$ cat config.mk
export PLATFORM = sky130hd
export DESIGN_NAME = coeff_loader_flat
export DESIGN_NICKNAME = d
export VERILOG_FILES = /design/src/rtl/coeff_loader_if.sv /design/src/rtl/coeff_loader.sv /design/src/flat_wrapper.sv
export SDC_FILE = /design/constraint.sdc
export NUM_CORES = 1
export LEC_CHECK = 0
export CORE_MARGIN = 3
export CORE_UTILIZATION = 53
export CTS_BUF_LIST = sky130_fd_sc_hd__clkbuf_8
export CTS_CLUSTER_SIZE = 12
export DETAILED_ROUTE_END_ITERATION = 10
export PLACE_DENSITY_LB_ADDON = 0.3
export SYNTH_ARGS = -nofsm -noshare
export SYNTH_HDL_FRONTEND = slang
export SYNTH_SLANG_ARGS = --single-unit
export TNS_END_PERCENT = 100
$ cat constraint.sdc
create_clock -name clk -period 3.4 [get_ports clk]
set_input_delay 0.34 -clock clk [delete_from_list [all_inputs] [get_ports clk]]
set_output_delay 0.34 -clock clk [all_outputs]
set_load 0.01 [all_outputs]
$ cat src/rtl/coeff_loader_if.sv
// Host-to-loader field stream plus the loader's coefficient-memory write port.
// master: host/observer side; slave: the loader itself.
interface coeff_loader_if #(
  parameter int unsigned DATA_W     = 10,
  parameter int unsigned AW         = 7,
  parameter int unsigned WORD_WIDTH = 24
);
  logic                  valid;
  logic                  ready;
  logic [DATA_W-1:0]     data;
  logic                  ce;
  logic                  we;
  logic [AW-1:0]         a;
  logic [WORD_WIDTH-1:0] d;

  modport master (
    output valid, data,
    input  ready, ce, we, a, d
  );

  modport slave (
    input  valid, data,
    output ready, ce, we, a, d
  );
endinterface

$ cat src/rtl/coeff_loader.sv
// Packs a field-serial node stream into 24-bit tree-node words and writes
// one word per node across all channels, rejecting nodes with a bad one_pos.
module coeff_loader #(
  parameter int unsigned FEATURES        = 3,
  parameter int unsigned COEFF_BIT_DEPTH = 4,
  parameter int unsigned BIAS_BIT_DEPTH  = 10,
  parameter int unsigned MAX_CLUSTERS    = 5,
  parameter int unsigned CHANNEL_COUNT   = 16,
  parameter int unsigned WORD_WIDTH      = 24,
  parameter int unsigned DATA_W          = 10,
  localparam int unsigned AW             = $clog2(MAX_CLUSTERS*CHANNEL_COUNT)
) (
  input  logic          clk,
  input  logic          reset,
  input  logic          start,
  coeff_loader_if.slave bus,
  output logic          busy,
  output logic          done,
  output logic          err,
  output logic [AW-1:0] err_addr
);

  localparam int unsigned PACK_W = 2 + FEATURES + (FEATURES-1)*COEFF_BIT_DEPTH + BIAS_BIT_DEPTH;
  localparam int unsigned DEPTH  = MAX_CLUSTERS*CHANNEL_COUNT;
  localparam int unsigned FW     = $clog2(FEATURES+2);
  localparam logic [AW-1:0] LAST_ADDR = AW'(DEPTH-1);
  localparam logic [FW-1:0] BIAS_IDX  = FW'(FEATURES+1);

  typedef enum logic [1:0] {IDLE, FIELD, WRITE, DONE} state_t;

  state_t              state_q, state_d;
  logic [PACK_W-1:0]   shadow_q, shadow_d;
  logic [AW-1:0]       addr_q, addr_d;
  logic [FW-1:0]       field_q, field_d;
  logic                err_d;
  logic [AW-1:0]       err_addr_d;
  logic                in_ready_q, in_ready_d;
  logic                mem_ce_q, mem_ce_d;
  logic                mem_we_q, mem_we_d;
  logic [AW-1:0]       mem_a_q, mem_a_d;
  logic [WORD_WIDTH-1:0] mem_d_q, mem_d_d;
  logic                busy_d, done_d;
  logic                node_ok;
  int unsigned         coeff_lsb;

  function automatic logic is_onehot(input logic [FEATURES-1:0] v);
    return (v != '0) && ((v & (v - 1'b1)) == '0);
  endfunction

  // State and registered outputs.
  always_ff @(posedge clk) begin
    if (reset) begin
      state_q    <= IDLE;
      shadow_q   <= '0;
      addr_q     <= '0;
      field_q    <= '0;
      err        <= 1'b0;
      err_addr   <= '0;
      in_ready_q <= 1'b0;
      mem_ce_q   <= 1'b0;
      mem_we_q   <= 1'b0;
      mem_a_q    <= '0;
      mem_d_q    <= '0;
      busy       <= 1'b0;
      done       <= 1'b0;
    end else begin
      state_q    <= state_d;
      shadow_q   <= shadow_d;
      addr_q     <= addr_d;
      field_q    <= field_d;
      err        <= err_d;
      err_addr   <= err_addr_d;
      in_ready_q <= in_ready_d;
      mem_ce_q   <= mem_ce_d;
      mem_we_q   <= mem_we_d;
      mem_a_q    <= mem_a_d;
      mem_d_q    <= mem_d_d;
      busy       <= busy_d;
      done       <= done_d;
    end
  end

  // Next state, shadow packing and next output values.
  always_comb begin
    state_d    = state_q;
    shadow_d   = shadow_q;
    addr_d     = addr_q;
    field_d    = field_q;
    err_d      = err;
    err_addr_d = err_addr;
    node_ok    = is_onehot(shadow_q[PACK_W-3 -: FEATURES]);
    coeff_lsb  = BIAS_BIT_DEPTH + (FEATURES - 32'(field_q)) * COEFF_BIT_DEPTH;

    case (state_q)
      IDLE: begin
        if (start) begin
          state_d    = FIELD;
          addr_d     = '0;
          field_d    = '0;
          err_d      = 1'b0;
          err_addr_d = '0;
        end
      end
      FIELD: begin
        if (bus.valid && in_ready_q) begin
          if (field_q == '0)
            shadow_d[PACK_W-1 -: 2] = bus.data[1:0];
          else if (field_q == FW'(1))
            shadow_d[PACK_W-3 -: FEATURES] = bus.data[FEATURES-1:0];
          else if (field_q == BIAS_IDX)
            shadow_d[BIAS_BIT_DEPTH-1:0] = bus.data[BIAS_BIT_DEPTH-1:0];
          else
            shadow_d[coeff_lsb +: COEFF_BIT_DEPTH] = bus.data[COEFF_BIT_DEPTH-1:0];

          if (field_q == BIAS_IDX) state_d = WRITE;
          else                     field_d = field_q + FW'(1);
        end
      end
      WRITE: begin
        // A rejected node is skipped: the address advances regardless.
        if (!node_ok && !err) begin
          err_d      = 1'b1;
          err_addr_d = addr_q;
        end
        addr_d  = addr_q + AW'(1);
        field_d = '0;
        state_d = (addr_q == LAST_ADDR) ? DONE : FIELD;
      end
      DONE:    state_d = IDLE;
      default: state_d = IDLE;
    endcase

    in_ready_d = (state_d == FIELD);
    mem_ce_d   = (state_d == WRITE);
    mem_we_d   = (state_d == WRITE) && is_onehot(shadow_d[PACK_W-3 -: FEATURES]);
    mem_a_d    = (state_d == WRITE) ? addr_d : '0;
    mem_d_d    = (state_d == WRITE) ? WORD_WIDTH'(shadow_d) : '0;
    busy_d     = (state_d == FIELD) || (state_d == WRITE);
    done_d     = (state_d == DONE);
  end

  assign bus.ready = in_ready_q;
  assign bus.ce    = mem_ce_q;
  assign bus.we    = mem_we_q;
  assign bus.a     = mem_a_q;
  assign bus.d     = mem_d_q;

endmodule

$ cat src/flat_wrapper.sv
// flat-port wrapper written by rule: the top's interface ports become plain ports
module coeff_loader_flat 
#(
  parameter int unsigned FEATURES        = 3,
  parameter int unsigned COEFF_BIT_DEPTH = 4,
  parameter int unsigned BIAS_BIT_DEPTH  = 10,
  parameter int unsigned MAX_CLUSTERS    = 5,
  parameter int unsigned CHANNEL_COUNT   = 16,
  parameter int unsigned WORD_WIDTH      = 24,
  parameter int unsigned DATA_W          = 10,
  localparam int unsigned AW             = $clog2(MAX_CLUSTERS*CHANNEL_COUNT)
)
  (clk, reset, start, busy, done, err, err_addr, bus_valid, bus_data, bus_ready, bus_ce, bus_we, bus_a, bus_d);
  coeff_loader_if #(.DATA_W(DATA_W), .AW((7)), .WORD_WIDTH(WORD_WIDTH)) bus_i ();
  input  logic clk;
  input  logic reset;
  input  logic start;
  output logic busy;
  output logic done;
  output logic err;
  output logic [AW-1:0] err_addr;
  input wire logic [$bits(bus_i.valid)-1:0] bus_valid;
  input wire logic [$bits(bus_i.data)-1:0] bus_data;
  output wire logic [$bits(bus_i.ready)-1:0] bus_ready;
  output wire logic [$bits(bus_i.ce)-1:0] bus_ce;
  output wire logic [$bits(bus_i.we)-1:0] bus_we;
  output wire logic [$bits(bus_i.a)-1:0] bus_a;
  output wire logic [$bits(bus_i.d)-1:0] bus_d;
  assign bus_i.valid = bus_valid;
  assign bus_i.data = bus_data;
  assign bus_ready = bus_i.ready;
  assign bus_ce = bus_i.ce;
  assign bus_we = bus_i.we;
  assign bus_a = bus_i.a;
  assign bus_d = bus_i.d;
  coeff_loader #(.FEATURES(FEATURES), .COEFF_BIT_DEPTH(COEFF_BIT_DEPTH), .BIAS_BIT_DEPTH(BIAS_BIT_DEPTH), .MAX_CLUSTERS(MAX_CLUSTERS), .CHANNEL_COUNT(CHANNEL_COUNT), .WORD_WIDTH(WORD_WIDTH), .DATA_W(DATA_W)) u_core (.clk(clk), .reset(reset), .start(start), .bus(bus_i), .busy(busy), .done(done), .err(err), .err_addr(err_addr));
endmodule
**Word-level counts from Yosys, hierarchy flattened**

Index checks and enable logic that the tools add are counted.
W data, S select, Z words.

- Input bits: 14
- Bits in registers: 79
- Word-level logic and storage cells: 85

- Shift-type cells: 2
- Reductions and logical operators: 19
- Bitwise gates (word level): 3
- Equality and inequality tests: 13
- $add $sub $neg: 7
- Mux-type cells: 27

Operators by type and width:

| kind | number |
|---|---|
| $mux W23 | 2 |
| $neg A32 Y34 | 1 |
| $shift A4 B34 Y23 const A | 1 |
| $shiftx A4 B34 Y23 | 1 |
| $add A4 B32 Y32 const A | 1 |
| $pmux W7 S2 | 2 |
| $bwmux W23 | 1 |
| $mux W21 | 1 |
| $mux W7 | 3 |
| $mux W18 | 1 |
| $mux W13 | 1 |
| $mux W2 | 6 |
| $mux W3 | 4 |
| $mux W10 | 1 |
| $logic_not A3 Y1 | 3 |
| $pmux W3 S3 | 1 |
| $reduce_bool A3 Y1 | 3 |
| $eq A2 B2 Y1 const B | 4 |
| $pmux W2 S4 | 1 |
| $add A7 B1 Y7 const B | 1 |
| $eq A7 B7 Y1 const B | 1 |
| $and A3 B3 Y3 | 2 |
| $sub A3 B1 Y3 const B | 2 |
| $logic_and A1 B1 Y1 | 5 |
| 17 further kinds | 22 |

**Depth between registers and ports, before layout**

- Word-level depth: 15
- Mapped depth: 12
- Gate-level depth less buffers: 10

**Least setup slack after synthesis**

OpenSTA, ideal clock, no wires.

- Path type: flip-flop to flip-flop
- Start: register u_core.field_q[1]
- End: register u_core.mem_d_q[12], in the netlist u_core.bus.d[12]
- Data arrival time: 2.392 ns
- Path slack: 0.881 ns
- Stages on the path, launching flop included: 13
- Buffers on the path: 3
- Data required time: 3.272 ns
- Path through: dfxtp_1 -> inv_1 -> ha_1 -> buf_2 -> nand2_1 -> nor2_1 -> a31oi_1 -> inv_1 -> ha_1 -> nand2b_1 -> clkbuf_1 -> clkbuf_1 -> nor2_1

- Elaborated cells between the ends (all ways): 20
- Those cells by class: 3 x add/sub; 3 x eq/ne; 2 x shift; 9 x mux; 1 x bitwise; 2 x reduce/logical

RTL lines:

| what | line | RTL |
|---|---|---|
| start: declaration | coeff_loader.sv:34 | `logic [FW-1:0] field_q, field_d;` |
| start signal: assignment | coeff_loader.sv:70 | `field_q <= field_d;` |
| $eq A3 B3 Y1 | coeff_loader.sv:115 | `if (field_q == BIAS_IDX) state_d = WRITE;` |
| $mux W2 | coeff_loader.sv:115 |  |
| $mux W2 | coeff_loader.sv:105 | `if (bus.valid && in_ready_q) begin` |
| $pmux W2 S4 | coeff_loader.sv:94 | `case (state_q)` |
| net u_core.state_d[1] | coeff_loader.sv:31 | `state_t state_q, state_d;` |
| $eq A2 B2 Y1 | - |  |
| net u_core.mem_ce_d | coeff_loader.sv:38 | `logic mem_ce_q, mem_ce_d;` |
| $not A1 Y1 (no source line) | - |  |
| $reduce_or A2 Y1 (no source line) | - |  |
| end signal: assignment | coeff_loader.sv:77 | `mem_d_q <= mem_d_d;` |
| end: declaration | coeff_loader.sv:41 | `logic [WORD_WIDTH-1:0] mem_d_q, mem_d_d;` |

The timed path passes the listed nets, and every way through them passes these cells.
A chain may end at the register's enable or synchronous reset.

**Worst setup path after layout**

- Start: register u_core.field_q[1]
- End: register u_core.mem_we_q, in the netlist u_core.bus.we

- Elaborated cells between the ends (all ways): 24
- Those cells by class: 4 x add/sub; 3 x eq/ne; 2 x shift; 9 x mux; 1 x bitwise; 5 x reduce/logical

RTL lines:

| what | line | RTL |
|---|---|---|
| $eq A3 B3 Y1 | coeff_loader.sv:115 |  |
| $mux W2 | coeff_loader.sv:115 |  |
| $mux W2 | coeff_loader.sv:105 |  |
| $pmux W2 S4 | coeff_loader.sv:94 |  |
| $eq A2 B2 Y1 | - |  |
| net u_core.mem_ce_d | coeff_loader.sv:38 |  |
| $logic_and A1 B1 Y1 | coeff_loader.sv:135 | `mem_we_d = (state_d == WRITE) && is_onehot(shadow_d[PACK_W-3 -: FEATURES]);` |
| end signal: assignment | coeff_loader.sv:75 | `mem_we_q <= mem_we_d;` |
| end: declaration | coeff_loader.sv:39 | `logic mem_we_q, mem_we_d;` |

The timed path passes the listed nets, and every way through them passes these cells.

==> metrics.md <==
| Metric | Value |
|---|---|
| Worst Hold Launch | u_core.err_addr[0] |
| CTS tree | done |
| Area share of fa/ha/maj cells after synthesis | 3.70% |
| Primary FF master, synth | dfxtp_1 |
| Max-cap violations | 0 |
| Synth Area in Compound Gates | around 16% |
| Rows | 26 |
| Mean Syn Cell Area | roughly 9.3 um^2 |
| Cell leakage power | 0.00138 uW |
| Die Y-Extent | 81.8 um |
| Mux cell area share after synthesis | around 3.4% |
| Antenna cells | 0 |
| Number of distinct library cells after synthesis | 50 |
| XOR/XNOR share of the synthesized area | 0.575% |
| Area of the mapped netlist | 0.00304 mm^2 |
| Via count | 2489 |
| Worst Setup SP | u_core.field_q[1] |
| Post-synth top area share | between 50% and 60% |
| Critical Path End Type | flip-flop |
| CP arrival | 3.17 ns |
| Postcts setup bufs | 0 |
| Worst path max stage delay | 0.49 ns |
| Post-Syn Instances | 328 |
| Final period util | 85.9% |
| Die width | 81.8 um |
| Syn-to-layout area delta | 24.5% |
| Ranking of synthesized cells by area | dfxtp_1 (51%), nor2_1 (8.1%), ha_1 (3.7%) |
| Core area | 0.00534 mm^2 |
| Slowest CP cell | nand2b_1 |
| Status | finished, final reports clean |
| Root buffer cell | clkbuf_8 |
| CP max FO | 18 |
| Sequential share of the synthesized area | 51.3% |
| Hold Fails Final Rpt | 0 |
| Maximum vdd drop | between 0.3 and 0.4 mV |
| Post-Synth Simple-Gate Area | 21.9% |
| Port-buffer cells | 56 |
| Total routed wirelength | approximately 6300 um |
| Skew final | roughly 0.007 ns |
| Final WS setup | 0.480 ns |
| H-tree lvl count | 3 |
| EDFF count, synth | 0 |
| FFs w/ async S/R, synth | 0% |
| DR vias/cell | between 5 and 6 |
| Post-synth top area cell | dfxtp_1 |
| DRT antenna net count | 0 |
| Skew-Pair Late Insertion Delay | about 0.35 ns |
| RSZ-0062 raised after global routing | false |
| Global route overflow | 0 |
| Largest net degree at the start of global routing | 23 |
| Post-DP HPWL | about 4500 um |
| Clock tree buffer depth | 2 |
| Pwr Density | ~400 mW/mm^2 |
| 1st-iter DRT viols | 122 |
| Cell mode on critical path | ha_1 |
| CTS Buf Count | 9 |
| Setup tns final | 0 ns |
| Total global-route track usage | 20.7% |
| Synth Warn # | 0 |
| Fin. max-slew vios | 0 |
| Max Freq | 0.342 GHz |
| RR Startpoint | u_core.field_q[1] |
| Final core occ | 71.0% |
| PostCTS Resize Cnt | 0 |
| Final net count | 406 |
| Seq cells post-synth | slightly below 80 |
| Initial antenna violation count | 0 |
| CP startpoint kind | flip-flop |
| Share of cells above drive strength 1 | 5.97% |
| Filler Cells Inserted | 434 |
| Main combinational cell family by area after synthesis | simple AND/OR/NAND/NOR gates |
| DRC Markers | 0 |
| Hold Crit Class | flip-flop to flip-flop |
| Setup-failing EPs final | 0 |
| Routability cong. | 0.918 |
| CTS hold repair buffers | 0 |
| Final Critical Period | 2.92 ns |
| Data required, critical path | 3.65 ns |
| Vias in the first global route | roughly 2300 |
| Crit path kind | flip-flop to flip-flop |
| Global-route wire length before repair | 10400 um |
| Clock sink total | 78 |
| Post-Place Setup Slack | 0.444 ns |
| Synth Net Count | 351 |
| Critical path cell sequence | inv_1, ha_1, and2_1, nand3_1, a31oi_1, ha_1, nand2b_1, a211oi_1 |
| TritonRoute pass-1 iters | 4 |
| Initial Util | 57.1% |
| DR WL/cell | 13.9 um |
| Tightest Pin Transition | 0.764 ns |
| Num ports | 58 |
| Area of the die | 0.00669 mm^2 |
| Clk slew on worst S/H paths | ~0.070 ns |
| Slew HR | 48.6% |
-- path summary, 6_finish.rpt --
check | to | slack, ns | cells after the start
max | u_core.bus.we | 0.48 | 8
min | u_core.err_addr[0] | 0.47 | 1
max reg2reg | u_core.bus.we | 0.48 | 8
min reg2reg | u_core.err_addr[0] | 0.47 | 1
-- Yosys cell counts (2+ instances only) --
library cell	count
a211oi_1	10
a21oi_1	12
a22o_1	6
a31oi_1	7
and2_1	15
buf_2	3
buf_4	2
clkbuf_1	10
dfxtp_1	78
ha_1	9
inv_1	8
mux2i_1	8
nand2_1	15
nand2b_1	5
nand3_1	10
nand3b_1	2
nor2_1	66
nor2b_1	8
nor3_1	2
nor4_1	3
o21a_1	4
o21ai_0	4
o21ai_1	3
o21bai_1	3
o22a_1	3
o22ai_1	6
or3b_1	2
xnor2_1	2
-- cell families after synthesis --
| group | Yosys count |
|---|---|
| flops | 78 |
| xor+xnor | 2 |
| mux | 9 |
| other cells | 1 |
| fa+ha+maj | 9 |
| simple gates | 136 |
| compound gates | 69 |
| buf+inv | 24 |
-- flip-flops by register name (all words and copies together), names as in the netlist, 2 cells and up --
register and flops:
u_core.addr_q 7, u_core.bus.a 7, u_core.bus.d 23, u_core.err_addr 7, u_core.field_q 3, u_core.shadow_q 23, u_core.state_q 2
-- per-stage QoR --
step | hold WS (ns) | instances | instance area (um^2) | total power (uW)
floorplan | 0.420 | 328 | 3040 | 971
global placement | 0.457 | 442 | 3650 | 1000
detailed placement | 0.458 | 442 | 3650 | 1000
CTS | 0.479 | 455 | 3790 | 1530
global route | 0.488 | 455 | 3790 | 1580
finish | 0.473 | 455 | 3790 | 1520
-- power by group --
part / total [uW] / internal (uW) / switching [uW]
logic: 61.8 / 26.9 / 34.9
registers: 922 / 917 / 4.47
clock network: 540 / 246 / 294
-- placed cells by master, fill, tap and decap left out, drive strengths merged, types with 6 or more instances in the layout --
master / n
nand2: 15
o21ai: 7
a22o: 6
a21oi: 12
a31oi: 7
nor2b: 8
nand3: 11
o22ai: 6
and2: 15
ha: 9
dfxtp: 78
inv: 10
nor2: 67
clkdlybuf4s50: 56
clkbuf: 9
a211oi: 10
mux2i: 9
-- area by class of cell --
cell class / count / area [um^2] / share of cell area [%]
Timing Repair Buffer: 59 / 583 / 15.4
Multi-Input combinational cell: 226 / 1380 / 36.4
Sequential cell: 78 / 1560 / 41.2
Tap cell: 70 / 87.6 / 2.31
Clock buffer: 9 / 124 / 3.27
Clock inverter: 4 / 18.8 / 0.495
Inverter: 9 / 33.8 / 0.891
-- routing by layer --
metal,vias up,part of all wire (%),track usage [%],wire length [um]
li1,1240,-,-,-
met1,1168,45,25.4,2850
met2,71,47,33.4,2990
met3,10,5.6,4.82,352
met4,0,1.9,11.5,122
met5,-,0,0,0
-- critical path: cells and delay by family, from the launching register on --
kind | cells | cell delay (ns)
simple gates | 3 | 0.91
flops | 1 | 0.38
compound gates | 2 | 0.58
buf+inv | 1 | 0.13
fa+ha+maj | 2 | 0.81
Power figures use the tool's default switching activity.
